## src/rtl/operand_sequencer.sv

```systemverilog
// Operand sequencer: buffers an A/B operand pair from a valid/ready stream and
// presents it to the 2:1 selector stage, holding select high then low per run.
module operand_sequencer #(
    parameter int WIDTH       = 8,
    parameter int HOLD_CYCLES = 4
) (
    input  logic             clk,
    input  logic             rst_n,
    input  logic             in_valid,
    output logic             in_ready,
    input  logic [WIDTH-1:0] in_data,
    input  logic             start,
    output logic [WIDTH-1:0] data1,
    output logic [WIDTH-1:0] data2,
    output logic             select,
    output logic             busy,
    output logic             done
);

    localparam int CNT_W = (HOLD_CYCLES > 1) ? $clog2(HOLD_CYCLES) : 1;
    localparam logic [CNT_W-1:0] CNT_LAST = CNT_W'(HOLD_CYCLES - 1);

    typedef enum logic [1:0] {LOAD_A, LOAD_B, FULL} load_state_t;
    typedef enum logic [1:0] {IDLE, PH1, PH0} run_state_t;

    load_state_t      load_state_reg, load_state_next;
    run_state_t       run_state_reg, run_state_next;
    logic [CNT_W-1:0] cnt_reg, cnt_next;
    logic             done_reg, done_next;
    logic [WIDTH-1:0] data1_reg, data2_reg;
    logic [WIDTH-1:0] shadow [2];
    logic             beat_accept;
    logic             start_accept;

    assign in_ready     = (load_state_reg != FULL);
    assign beat_accept  = in_valid && in_ready;
    assign start_accept = start && (run_state_reg == IDLE) && (load_state_reg == FULL);

    // One shadow slot per operand; slot gi captures the beat arriving while
    // the load FSM waits for that operand.
    genvar gi;
    generate
        for (gi = 0; gi < 2; gi++) begin : gen_slot
            localparam load_state_t SLOT_STATE = (gi == 0) ? LOAD_A : LOAD_B;
            logic [WIDTH-1:0] slot_reg;

            always_ff @(posedge clk or negedge rst_n) begin
                if (!rst_n) begin
                    slot_reg <= '0;
                end else if (beat_accept && (load_state_reg == SLOT_STATE)) begin
                    slot_reg <= in_data;
                end
            end

            assign shadow[gi] = slot_reg;
        end
    endgenerate

    always_comb begin
        load_state_next = load_state_reg;
        if (start_accept) begin
            load_state_next = LOAD_A;
        end else if (beat_accept) begin
            case (load_state_reg)
                LOAD_A:  load_state_next = LOAD_B;
                LOAD_B:  load_state_next = FULL;
                default: load_state_next = load_state_reg;
            endcase
        end
    end

    always_comb begin
        run_state_next = run_state_reg;
        cnt_next       = cnt_reg;
        done_next      = 1'b0;
        case (run_state_reg)
            IDLE: begin
                if (start_accept) begin
                    run_state_next = PH1;
                    cnt_next       = '0;
                end
            end
            PH1: begin
                if (cnt_reg == CNT_LAST) begin
                    run_state_next = PH0;
                    cnt_next       = '0;
                end else begin
                    cnt_next = cnt_reg + 1'b1;
                end
            end
            PH0: begin
                // Last low cycle: done lands in the first IDLE cycle, where a
                // held start can immediately launch the next run.
                if (cnt_reg == CNT_LAST) begin
                    run_state_next = IDLE;
                    cnt_next       = '0;
                    done_next      = 1'b1;
                end else begin
                    cnt_next = cnt_reg + 1'b1;
                end
            end
            default: begin
                run_state_next = IDLE;
                cnt_next       = '0;
            end
        endcase
    end

    always_ff @(posedge clk or negedge rst_n) begin
        if (!rst_n) begin
            load_state_reg <= LOAD_A;
            run_state_reg  <= IDLE;
            cnt_reg        <= '0;
            done_reg       <= 1'b0;
            data1_reg      <= '0;
            data2_reg      <= '0;
        end else begin
            load_state_reg <= load_state_next;
            run_state_reg  <= run_state_next;
            cnt_reg        <= cnt_next;
            done_reg       <= done_next;
            if (start_accept) begin
                data1_reg <= shadow[0];
                data2_reg <= shadow[1];
            end
        end
    end

    assign data1  = data1_reg;
    assign data2  = data2_reg;
    assign select = (run_state_reg == PH1);
    assign busy   = (run_state_reg != IDLE);
    assign done   = done_reg;

endmodule

```

## config.mk

```make
export PLATFORM = sky130hd
export DESIGN_NAME = operand_sequencer
export DESIGN_NICKNAME = d
export VERILOG_FILES = /design/src/rtl/operand_sequencer.sv
export SDC_FILE = /design/constraint.sdc
export NUM_CORES = 1
export LEC_CHECK = 0
export BUFFER_PORTS_ARGS = -buffer_cell sky130_fd_sc_hd__buf_2
export CAP_MARGIN = 25
export CORE_ASPECT_RATIO = 1.1
export CORE_MARGIN = 3
export CORE_UTILIZATION = 35
export CTS_CLUSTER_DIAMETER = 40
export DETAILED_ROUTE_END_ITERATION = 10
export SYNTH_ARGS = -nofsm -noshare
export SYNTH_HDL_FRONTEND = slang
export SYNTH_SLANG_ARGS = --single-unit
```

## constraint.sdc

```tcl
create_clock -name clk -period 1.7 [get_ports clk]
set_input_delay 0.34 -clock clk [delete_from_list [all_inputs] [get_ports clk]]
set_output_delay 0.34 -clock clk [all_outputs]
set_load 0.01 [all_outputs]
```

==> metrics.txt, run 1 <==
status=complete, no violations; worst flop-to-flop path endpoint=run_state_reg[0]$_DFFE_PN0P_; # rows=25; WL/cell=15.11 um; TritonCTS Buffers=5; vias in the first global route=between 1,000 and 1,500; Initial DRC Count=between 70 and 80; number of port buffers=31; Register-to-Register Path Depth=5; largest net degree at the start of global routing=40; syn_nets=between 100 and 150; Clk Latency, worst-skew pair=about 0.30 ns; Die H=about 80 um; Via density=4.633; Arr. time, crit path=1.25 ns; Reg clk slew, reported paths=0.07 ns; Final nets=roughly 160; H-tree depth=2; # fillers=399; GRT Residual Overflow=0; pre-CTS setup slack=0.1305 ns; Startpoint Class=flop; final hold violations=0; Fin Setup TNS=0 ns; final WL=between 2000 and 3000 um; Max Freq=~630 MHz; remaining antenna violation count=0; Lkg Pwr=1.010 nW; ant diodes=0; Synth Cell Area=around 1600 um^2; FF/Latch Area=about 1000 um^2; die area=5553 um^2; Max Slew Vio Count=0; Mapped Avg Cell Area=16.27 um^2; RSZ-0062 raised after global routing=no; Layout area overhead=21.78%; multi-input logic area=~640 um^2; CTS tree=built; clk buf depth=2; Min Clock Period, post-route=around 1.6 ns; clock sink count=39; vias=about 900; overall global routing resource usage=11.93%; Power Density=a little under 2000 nW/um^2; DR pass1 iterations=3; Crit Path Category=reg -> out; peak supply drop=roughly 0.0008 V; Core Area=around 4400 um^2; share of cells above drive strength 1=about three fifths; register area share after synthesis=around three fifths; first-pass GRT wire length=4974 um; Post-Synthesis Cells=101; synth warn=0; Post-route DRC=0; crit path from=run_state_reg[1]$_DFFE_PN0P_; antenna violations before repair=0; sequential fraction of design power=42.7%; final core occ=45.36%; Final Cycle Share=approximately 94%; Max Fanout on Critical Path=5; WP data required=between 1 and 1.5 ns; setup slack after layout=0.1063 ns; starting density of the core=a little under two fifths; reg2reg setup slack=approximately 0.15 ns; Worst R2R Start=run_state_reg[0]$_DFFE_PN0P_; Clock power frac=19.8%; number of max-cap violations=0; max reg flops=16; Yosys cell types=20; Net Sw Frac=slightly above 30%; Power Total=3.888 mW; switching power=~1.2 mW; P_int=~2.7 mW; Logic pwr share=37.6%; setup repair bufs after CTS=0; flip-flop and latch count after synthesis=39; Root Driver=clkbuf_8; io pins=32; DP Wirelength=about 2100 um; Worst Max-Slew Pin Slew=a little under 0.5 ns; GP Congestion=0.7020; Worst Skew=0.008183 ns; final setup fails=0; Die W=slightly above 70 um; critical path capture point type=output port; slew margin rel.=67.71%; Hold WC Path Type=in -> async
## layout by cell type (no fill, tap or decap)
| cell | count |
|---|---|
| inv_1 | 3 |
| nand3b_1 | 1 |
| clkinv_2 | 1 |
| buf_4 | 3 |
| nor3b_1 | 1 |
| buf_12 | 1 |
| nand2_1 | 3 |
| nand3b_2 | 1 |
| bufinv_16 | 1 |
| clkinv_4 | 1 |
| buf_2 | 31 |
| a2bb2oi_1 | 1 |
| nor2_1 | 1 |
| xnor2_1 | 1 |
| nand4b_4 | 1 |
| and3_1 | 1 |
| a31o_2 | 1 |
| dfrtp_1 | 39 |
| mux2_4 | 9 |
| mux2_2 | 26 |
| nor2_2 | 1 |
| and2_1 | 1 |
| clkbuf_8 | 5 |
| nand2b_1 | 1 |
| ha_1 | 5 |
| ha_2 | 1 |
| nand2b_4 | 1 |
## area by class of cell
cell class                 count  area share [%]
clock buffer                   5           3.440
clock inverter                 3           2.189
inverter                       3          0.5629
multi-input combinational     57           31.77
sequential                    39           48.78
tap                           54           3.377
timing repair buffer          35           9.881
## synthesized netlist by cell type
library cell / instances / area, um^2
a31o_2: 1 / 8.760
nand3b_2: 1 / 11.26
dfrtp_1: 39 / 975.9
nand2b_4: 1 / 13.76
nand3b_1: 1 / 7.510
nand2_1: 3 / 11.26
mux2_2: 26 / 292.8
nand2b_1: 1 / 6.260
and3_1: 1 / 6.260
nor2_1: 1 / 3.750
and2_1: 1 / 6.260
nand4b_4: 1 / 23.77
buf_6: 2 / 22.52
xnor2_1: 1 / 8.760
nor3b_1: 1 / 7.510
inv_1: 3 / 11.26
ha_1: 6 / 75.07
nor2_2: 1 / 6.260
a2bb2oi_1: 1 / 8.760
mux2_4: 9 / 135.1
## power by group through the flow
stage | Sequential [mW] | Combinational [mW] | Clock [mW]
floorplan | 1.69 | 0.979 | 0
finish | 1.66 | 1.46 | 0.769
global route | 1.74 | 1.60 | 0.834
CTS | 1.67 | 1.48 | 0.795
detailed placement | 1.69 | 1.48 | 0
global placement | 1.65 | 1.41 | 0
## metal layers
metal | vias to the layer above | GRT usage (%) | share of wire, %
met4 | 0 | 8.459 | 3.1
met5 | - | 0 | 0
met1 | 451 | 13.83 | 41
li1 | 426 | - | -
met2 | 24 | 18.93 | 51
met3 | 7 | 2.979 | 5.1
## worst max path at each step
stage,depth (start not counted),slack [ns],endpoint
floorplan,5,0.19,data1[0]$_DFFE_PN0P_
global placement,5,0.22,data1[2]$_DFFE_PN0P_
detailed placement,5,0.13,run_state_reg[0]$_DFFE_PN0P_
CTS,4,0.04,busy
global route,4,0.007,busy
finish,4,0.11,busy
## worst max-delay path, cell delays in order (launching register included)
cell	delay, ns
dfrtp_1	0.40
inv_1	0.12
ha_2	0.26
inv_1	0.05
buf_2	0.13
## per-stage QoR
| stage | instance area, um^2 | hold slack [ns] | cells |
|---|---|---|---|
| floorplan | 1643 | 0.04441 | 101 |
| global placement | 1886 | 0.4054 | 188 |
| detailed placement | 1886 | 0.4240 | 188 |
| CTS | 1998 | 0.09855 | 196 |
| global route | 2001 | 0.1233 | 196 |
| finish | 2001 | 0.08988 | 196 |
## timing repair
| item | 4_1_cts | 5_1_grt |
|---|---|---|
| resized for setup | 0 | 1 |
| endpoints found under the setup margin | 0 | 1 |
| hold buffers | 0 | 0 |
## cell families after synthesis
group           share of synthesized area, %
buf+inv                                2.056
compound gates                         1.066
simple gates                           6.322
mux                                    26.05
flops                                  59.41
xor+xnor                              0.5332
fa+ha+maj                              4.570
No activity file was read; power rests on OpenSTA's default activity.
==> run 2, diff against run 1 <==
- GPL_TIMING_DRIVEN: default -> 0
==> metrics.txt, run 2 (same netlist as run 1, synthesis figures left out) <==
status=complete, no violations (unchanged); critical path capture point type=output port (unchanged); antenna violations before repair=0 (unchanged); Clk Latency, worst-skew pair=0.29 ns (was 0.30 ns); Lkg Pwr=0.9895 nW (was 1.010 nW); first-pass GRT wire length=5161 um (was 4974 um); Layout area overhead=19.50% (was 21.78%); Fin Setup TNS=0 ns (unchanged); starting density of the core=37.25% (unchanged); Max Slew Vio Count=0 (unchanged); setup slack after layout=0.09488 ns (was 0.1063 ns); share of cells above drive strength 1=58.57% (was 59.15%); Hold WC Path Type=in -> async (unchanged); Hold WS=0.1540 ns (was 0.08988 ns); number of max-cap violations=0 (unchanged); Via density=4.825 (was 4.633); Register-to-Register Path Depth=3 (was 5); DR pass1 iterations=2 (was 3); Met1 Wirelength=1264 um (was 1211 um); most frequent cells in the layout=dfrtp_1 (39), buf_2 (31), mux2_2 (26), mux2_4 (9), clkbuf_8 (6) (was dfrtp_1 (39), buf_2 (31), mux2_2 (26), mux2_4 (9)); Arr. time, crit path=1.27 ns (was 1.25 ns); met3 wire len=147 um (was 152 um); Power Total=3.750 mW (was 3.888 mW); Crit path depth=4 (unchanged); area of placed instances=1866 um^2 (was 1886 um^2); final setup fails=0 (unchanged); TritonCTS Buffers=5 (unchanged); Reg clk slew, reported paths=0.07 ns (about the same); Worst R2R Start=load_state_reg[1]$_DFFE_PN0P_ (was run_state_reg[0]$_DFFE_PN0P_); Top delay family on crit path=flip-flops (unchanged); Root Driver=clkbuf_8 (unchanged); vias=936 (was 908); Worst Path Buf+Inv=3 (unchanged); Startpoint Class=flop (unchanged); WP data required=1.36 ns (about the same); Core Area=4410 um^2 (unchanged); H-tree depth=2 (unchanged); Post-Layout Inst Area=1963 um^2 (was 2001 um^2); max reg flops=16 (unchanged); final WL=3057 um (was 2962 um); clock sink count=39 (unchanged); CP most frequent cell=inv_1 (unchanged); GRT Residual Overflow=0 (unchanged); final core occ=44.51% (was 45.36%); CTS tree=built (unchanged); reg2reg setup slack=0.14 ns (was 0.15 ns); clk buf depth=2 (unchanged); DP Wirelength=2089 um (was 2122 um); Die H=77.86 um (unchanged); met2 WL=1584 um (was 1504 um); largest net degree at the start of global routing=40 (unchanged); # rows=25 (unchanged); critical path cell sequence=inv_1, ha_2, inv_1, buf_2 (unchanged); Post-CTS Hold Fix Bufs=0 (unchanged); vias in the first global route=1,086 (was 1,012); Worst Skew=0.01035 ns (was 0.008183 ns); peak supply drop=0.0005253 V (was 0.0008227 V); pre-CTS setup slack=-0.06609 ns (was 0.1305 ns); Die W=71.32 um (unchanged); Final Cycle Share=94.42% (was 93.75%); remaining antenna violation count=0 (unchanged); io pins=32 (unchanged); crit path from=run_state_reg[0]$_DFFE_PN0P_ (was run_state_reg[1]$_DFFE_PN0P_); Post-route DRC=0 (unchanged); Crit Path Category=reg -> out (unchanged); worst flop-to-flop path endpoint=gen_slot[0].slot_reg[1]$_DFFE_PN0P_ (was run_state_reg[0]$_DFFE_PN0P_); Max Fanout on Critical Path=5 (unchanged); overall global routing resource usage=12.10% (was 11.93%); Final nets=158 (was 159); post-route insts no fill=194 (was 196); Max stage delay on crit path=0.42 ns (was 0.40 ns); RSZ-0062 raised after global routing=no (unchanged); Initial DRC Count=27 (was 74); GP Congestion=0.6973 (was 0.7020); Power Density=1910 nW/um^2 (was 1943 nW/um^2); highest metal used=met4 (unchanged); slew margin rel.=42.85% (was 67.71%); Min Clock Period, post-route=1.605 ns (was 1.594 ns); dpl cells=186 (was 188); die area=5553 um^2 (unchanged); ant diodes=0 (unchanged); WL/cell=15.76 um (was 15.11 um); final hold violations=0 (unchanged); number of port buffers=31 (unchanged); Worst Max-Slew Pin Slew=0.8572 ns (was 0.4844 ns); commonest non-fill, non-tap cell in the layout=dfrtp_1 (unchanged); crit path max-delay cell type=dfrtp_1 (unchanged); Max Freq=623.0 MHz (was 627.5 MHz)
==> run 2: cell types whose count changed in the layout (fill, tap and decap cells not counted), sizes merged <==
cell / delta
buf: -1
bufinv: -1
clkbuf: +1
clkinv: -1
==> run 2: what timing repair did <==
item | in CTS | in global routing
endpoints found under the hold margin | 0 | 0
setup buffers | 1 | 0
gates resized for setup | 1 | 0
setup endpoints to repair | 9 | 0
==> run 2: cell type report <==
class | instances | area, um^2
clock inverter | 1 | 5.005
timing repair buffer | 32 | 162.7
inverter | 3 | 11.26
buffer | 2 | 22.52
multi-input combinational | 57 | 635.6
tap | 54 | 67.56
fill | 391 | 2447
sequential | 39 | 975.9
clock buffer | 6 | 82.58
==> run 2: power breakdown <==
| group | leakage [nW] | internal [mW] | switching (mW) | total (mW) |
|---|---|---|---|---|
| clock | 0.0470 | 0.318 | 0.303 | 0.621 |
| combinational | 0.470 | 0.872 | 0.613 | 1.49 |
| sequential | 0.472 | 1.38 | 0.260 | 1.64 |
| total | 0.989 | 2.57 | 1.18 | 3.75 |
==> run 2: per-layer routing <==
layer / vias to the layer above / track usage (%)
met5: - / 0
met4: 0 / 5.075
met3: 5 / 3.497
met2: 23 / 21.60
met1: 482 / 13.12
li1: 426 / -
==> run 2: worst max-delay path by stage <==
stage / end / slack (ns)
after floorplan: data1[0]$_DFFE_PN0P_ / 0.19
after global placement: data1[5]$_DFFE_PN0P_ / -0.007
after detailed placement: data1[0]$_DFFE_PN0P_ / -0.07
after CTS: busy / 0.08
after global routing: busy / 0.02
final: busy / 0.09
